[config.mk]
export PLATFORM = sky130hd
export DESIGN_NAME = ux607_regvec_wr_sched
export DESIGN_NICKNAME = d
export VERILOG_FILES = /design/src/rtl/ux607_regvec_wr_sched.sv
export SDC_FILE = /design/constraint.sdc
export NUM_CORES = 1
export LEC_CHECK = 0
export ABC_AREA = 0
export CAP_MARGIN = 10
export CORE_UTILIZATION = 30
export DETAILED_ROUTE_END_ITERATION = 10
export PLACE_DENSITY_LB_ADDON = 0.12
export SLEW_MARGIN = 40
export SYNTH_ARGS = -nofsm -noshare
export SYNTH_HDL_FRONTEND = slang
export SYNTH_SLANG_ARGS = --single-unit
[constraint.sdc]
create_clock -name clock -period 3.5 [get_ports clock]
set_input_delay 0.35 -clock clock [delete_from_list [all_inputs] [get_ports clock]]
set_output_delay 0.35 -clock clock [all_outputs]
set_load 0.02 [all_outputs]
[src/rtl/ux607_regvec_wr_sched.sv]
// ---------------------------------------------------------------------------
// ux607_regvec_wr_sched
//
// Write scheduler for a bank of NUM_REGS register vectors (DW bits each).
// Two requesters share the bank's io_d bus and per-vector io_en strobes:
//   bus : peripheral register-file port, masked writes (read-modify-write
//         against the vector's current io_q)
//   hw  : internal logic, full-word writes
// Grant is round-robin between the two. Each write takes three cycles:
// IDLE (accept) -> COMMIT (drive reg_d/reg_en) -> DONE (report) -> IDLE.
//
// Ports
//   clock, reset              clock; asynchronous active-low reset
//   bus_valid/ready/addr/data/mask   bus write request
//   hw_valid/ready/addr/data         hw write request (mask = all ones)
//   reg_q                     concatenated io_q of all vectors, vector 0 in LSBs
//   reg_d, reg_en             shared io_d and one-hot io_en to the bank
//   done, done_src, done_err  one-cycle completion pulse, source (1 = hw),
//                             and dropped-write flag
//   busy                      scheduler is not idle
//   lock_set, lock_addr       sticky per-vector write lock for bus writes
//                             (present only with UX607_REGVEC_LOCK_EN)
//
// Build option: define UX607_REGVEC_LOCK_EN to add the lock register and
// its ports. Without it done_err reports only out-of-range addresses.
// ---------------------------------------------------------------------------
module ux607_regvec_wr_sched #(
  parameter int NUM_REGS = 4,
  parameter int DW       = 20,
  parameter int AW       = 2
) (
  input  logic                   clock,
  input  logic                   reset,
  input  logic                   bus_valid,
  output logic                   bus_ready,
  input  logic [AW-1:0]          bus_addr,
  input  logic [DW-1:0]          bus_data,
  input  logic [DW-1:0]          bus_mask,
  input  logic                   hw_valid,
  output logic                   hw_ready,
  input  logic [AW-1:0]          hw_addr,
  input  logic [DW-1:0]          hw_data,
`ifdef UX607_REGVEC_LOCK_EN
  input  logic                   lock_set,
  input  logic [AW-1:0]          lock_addr,
`endif
  input  logic [NUM_REGS*DW-1:0] reg_q,
  output logic [DW-1:0]          reg_d,
  output logic [NUM_REGS-1:0]    reg_en,
  output logic                   done,
  output logic                   done_src,
  output logic                   done_err,
  output logic                   busy
);

  localparam logic [AW:0] NUM_REGS_W = (AW+1)'(NUM_REGS);

  typedef enum logic [1:0] {
    IDLE   = 2'd0,
    COMMIT = 2'd1,
    DONE   = 2'd2
  } state_t;

  state_t              state;
  logic                hold_src;   // 0 = bus, 1 = hw
  logic [AW-1:0]       hold_addr;
  logic [DW-1:0]       hold_data;
  logic [DW-1:0]       hold_mask;
  logic                last_hw;    // last grant went to hw

  logic                grant_hw;
  logic                grant_bus;
  logic                accept;
  logic [DW-1:0]       q_sel;
  logic [NUM_REGS-1:0] sel_onehot;
  logic                addr_ok;
  logic                locked;
  logic                commit_err;

  function automatic logic [DW-1:0] masked_merge(input logic [DW-1:0] q,
                                                 input logic [DW-1:0] d,
                                                 input logic [DW-1:0] m);
    return (q & ~m) | (d & m);
  endfunction

  // ---- IDLE: round-robin grant ----
  // With both valid, the requester that was not granted last wins.
  assign grant_hw  = hw_valid && (!bus_valid || !last_hw);
  assign grant_bus = bus_valid && !grant_hw;
  // Gating with the reset net keeps ready low while reset is asserted.
  assign bus_ready = (state == IDLE) && reset && grant_bus;
  assign hw_ready  = (state == IDLE) && reset && grant_hw;
  assign accept    = bus_ready || hw_ready;

  // ---- COMMIT: decode target vector from the holding register ----
  always_comb begin
    q_sel      = '0;
    sel_onehot = '0;
    for (int i = 0; i < NUM_REGS; i++) begin
      if (hold_addr == AW'(i)) begin
        q_sel         = reg_q[i*DW +: DW];
        sel_onehot[i] = 1'b1;
      end
    end
  end

  assign addr_ok = {1'b0, hold_addr} < NUM_REGS_W;

`ifdef UX607_REGVEC_LOCK_EN
  logic [NUM_REGS-1:0] lock_q;

  // Sticky locks; an out-of-range lock_addr matches no bit and is ignored.
  always_ff @(posedge clock or negedge reset) begin
    if (!reset) begin
      lock_q <= '0;
    end else begin
      for (int i = 0; i < NUM_REGS; i++) begin
        if (lock_set && (lock_addr == AW'(i))) lock_q[i] <= 1'b1;
      end
    end
  end

  // Only bus writes honour the lock.
  assign locked = !hold_src && |(lock_q & sel_onehot);
`else
  assign locked = 1'b0;
`endif

  assign commit_err = !addr_ok || locked;

  // Strobe and data come only from registered state, so en cannot glitch
  // outside COMMIT.
  assign reg_en = ((state == COMMIT) && !commit_err) ? sel_onehot : '0;
  assign reg_d  = (state == COMMIT) ? masked_merge(q_sel, hold_data, hold_mask) : '0;

  // ---- Scheduler FSM with registered status outputs ----
  always_ff @(posedge clock or negedge reset) begin
    if (!reset) begin
      state     <= IDLE;
      hold_src  <= 1'b0;
      hold_addr <= '0;
      hold_data <= '0;
      hold_mask <= '0;
      last_hw   <= 1'b1;
      done      <= 1'b0;
      done_src  <= 1'b0;
      done_err  <= 1'b0;
      busy      <= 1'b0;
    end else begin
      case (state)
        IDLE: begin
          if (accept) begin
            state     <= COMMIT;
            busy      <= 1'b1;
            hold_src  <= grant_hw;
            last_hw   <= grant_hw;
            hold_addr <= grant_hw ? hw_addr : bus_addr;
            hold_data <= grant_hw ? hw_data : bus_data;
            hold_mask <= grant_hw ? {DW{1'b1}} : bus_mask;
          end
        end
        COMMIT: begin
          state    <= DONE;
          done     <= 1'b1;
          done_src <= hold_src;
          done_err <= commit_err;
        end
        DONE: begin
          state    <= IDLE;
          done     <= 1'b0;
          done_src <= 1'b0;
          done_err <= 1'b0;
          busy     <= 1'b0;
        end
        default: begin
          state    <= IDLE;
          done     <= 1'b0;
          done_src <= 1'b0;
          done_err <= 1'b0;
          busy     <= 1'b0;
        end
      endcase
    end
  end

endmodule
==> results_dict.tcl <==
set metrics [dict create \
    run_status "finished, final reports clean" \
    fp.dieH_um 102 \
    synth.yosys.warnings 0 \
    max_clock_freq_mhz 376 \
    final_hold_viol_count 0 \
    antenna_found_initial 0 \
    fin_tns_setup_ps 0 \
    synthesized_netlist_net_count 364 \
    vdd_ir_drop_max_mv 0.171 \
    port-buffer-count 176 \
    finalWeightedCongestion 0.709 \
    synth_commonest_cells "48 x sky130_fd_sc_hd__dfrtp_1, 24 x sky130_fd_sc_hd__nor2_1, 23 x sky130_fd_sc_hd__mux2_2" \
    hpwl_um 6430 \
    synth_cells 216 \
    worst_setup_hold_path_clk_slew_ps 90 \
    number_of_flops_mapped_to_enable_cells_by_yosys 0 \
    wl_per_cell_um 16.2 \
    area_share_of_the_leading_cell_type_in_the_synthesized_netlist_pct 39.7 \
    rsz0062_at_grt "false" \
    grt_usage_pct 15.9 \
    final-setup-viol-count 0 \
    cts-root-to-sink-buffers 2 \
    boundaryPins 178 \
    core_area_sq_mm 0.00977 \
    synth.distinct_cells 30 \
    max_slew.worst_pin.slew_ps 623 \
    tcrit_tclk_final_pct 75.9 \
    htree_num_levels 2 \
    drive_above_1_share_pct 19.8 \
    grt_max_degree 50 \
    post_synth_main_area_contributors "sky130_fd_sc_hd__dfrtp_1 40%, sky130_fd_sc_hd__mux4_2 12%, sky130_fd_sc_hd__mux2_4 8.9%" \
    die_w_um 102 \
    grt_pass1_wl_um 12600 \
    worst_hold_path_type "input pin to asynchronous set/reset pin" \
    critical_path.endpoint_type "output port" \
    synth_largest_area_cell "sky130_fd_sc_hd__dfrtp_1" \
    drc_errors 0 \
    yosys_register_bits 49 \
    post_synth_instance_area_sq_mm 0.00303 \
    drt_pre_antenna_iters 4 \
    cts-buffers-inserted 5 \
    net_count_of_the_finished_layout 536 \
    n_antenna_cell 0 \
    min_period_ps 2660 \
    cp_max_fo 13 \
    clk-insertion-delay-late_ps 290 \
    cp_data_arrival_time_ps 2310 \
    critical_path.startpoint_type "flop" \
    worst_ep_required_time_ps 3150 \
    cts_tree "built" \
    synth_area_per_cell_sq_um 14.0 \
    cts_root_buf "sky130_fd_sc_hd__clkbuf_8" \
    drt.antenna.violating_nets 0 \
    fill_cells 914 \
    drv.max_cap_violation_count 0 \
    power_per_cell_area_mw_per_mm2 443 \
    die_area_sq_mm 0.0105 \
    max_slew_margin_vs_limit_pct 58.4 \
    post-place-ws_ps 891 \
    setup_slack_ps 842 \
    drt-initial-drc-count 32 \
    clock-skew-final_ps 7.06 \
    postCtsResizedCells 0 \
    grt_ovf 0 \
    initial_core_utilization_pct 31.0 \
    grt_pass1_vias 2469 \
    cts_setup_buffers 0 \
    cts_sinks 49 \
    dominantRegCellSynth "sky130_fd_sc_hd__dfrtp_1" \
    most_numerous_cell_in_the_yosys_netlist "sky130_fd_sc_hd__dfrtp_1" \
    crit_type "flop to output port" \
    detail_route.vias_per_cell 4.65 \
    final_routed_wirelength_um 8440 \
    cell_leakage_power_uw 0.00201 \
    num_rows 36 \
    asyncSetResetFlopFracSynth_pct 100 \
    via_count 2425 \
    final-max-slew-violation-count 0 \
    syn_to_final_growth_pct 64.4 \
    post_synthesis_sequential_area_ratio_pct 40.6 \
    post_cts_hold_fix_bufs 0 \
]
[power by group]
group	switching, uW	total (uW)	internal (uW)
clock network	178	411	233
registers	135	853	718
logic	326	941	615
total	639	2200	1570
[metrics by stage]
stage               cell area, sq um  std cells  utilization, %  hold slack (ps)  total power [uW]
finish                          4970        522            50.9              230              2200
global route                    4970        522            50.9              298              2350
CTS                             4970        522            50.9              270              2250
detailed placement              4860        514            49.7              473              1820
global placement                4850        514            49.7              470              1810
floorplan                       3030        216               -             54.4              1470
[logic make-up after synthesis]
family / after synthesis / synth area share [%]
and+or+nand+nor: 34 / 5.17
AOI/OAI and AO/OA: 26 / 7.28
muxes: 85 / 40.9
buffers and inverters: 21 / 5.91
other: 1 / 0.124
DFF: 49 / 40.6
[final timing paths]
path	startpoint	to	slack, ps	cells past startpoint
hold / removal	reset	hold_data[18]	230	2
hold reg to reg	busy	busy	490	1
setup reg to reg	state[0]	hold_data[14]	1450	4
max in group asynchronous	reset	hold_addr[1]	2820	2
setup / recovery	state[1]	reg_en[2]	840	7
min in group clock	busy	busy	490	1
[layer usage]
layer / up-vias / routed length, um / share of wire [%] / track usage, %
li1: 1153 / - / - / -
met4: 0 / 57 / 0.68 / 2.97
met2: 95 / 4240 / 50 / 27.6
met1: 1173 / 3610 / 43 / 20.4
met5: - / 0 / 0 / 0
met3: 4 / 533 / 6.3 / 3.56
[critical path, cell delays in order, from the launching register on]
cell and delay, ps:
sky130_fd_sc_hd__dfrtp_1 440, sky130_fd_sc_hd__inv_1 100, sky130_fd_sc_hd__nand2_1 270, sky130_fd_sc_hd__buf_4 320, sky130_fd_sc_hd__inv_1 110, sky130_fd_sc_hd__nand2_1 60
sky130_fd_sc_hd__nor2_1 110, sky130_fd_sc_hd__clkdlybuf4s50_1 600
[cell type report]
type | count | area [sq um] | share of cell area (%)
Timing Repair Buffer | 183 | 1820 | 36.6
Multi-Input combinational cell | 146 | 1630 | 32.7
Sequential cell | 49 | 1230 | 24.7
Tap cell | 133 | 166 | 3.35
Clock buffer | 7 | 86.3 | 1.74
Clock inverter | 1 | 30.0 | 0.604
Inverter | 3 | 11.3 | 0.226
[layout by cell type (no fill, tap or decap), types with 6 or more instances in the layout]
master | netlist | final
sky130_fd_sc_hd__clkdlybuf4s50_1 | 0 | 175
sky130_fd_sc_hd__mux2_2 | 23 | 23
sky130_fd_sc_hd__dfrtp_1 | 48 | 47
sky130_fd_sc_hd__nor2_1 | 24 | 24
sky130_fd_sc_hd__mux2_4 | 18 | 18
sky130_fd_sc_hd__clkbuf_8 | 0 | 6
sky130_fd_sc_hd__mux2i_1 | 21 | 21
sky130_fd_sc_hd__mux4_2 | 16 | 16
sky130_fd_sc_hd__o22a_1 | 20 | 20
sky130_fd_sc_hd__buf_4 | 3 | 6
[state kept, by name, summed over array words and instances (netlist names)]
signal / cells
last_hw: 1
busy: 1
done: 1
hold_mask: 20
state: 2
hold_src: 1
hold_addr: 2
hold_data: 20
done_src: 1
No activity file was read; power rests on OpenSTA's default activity.
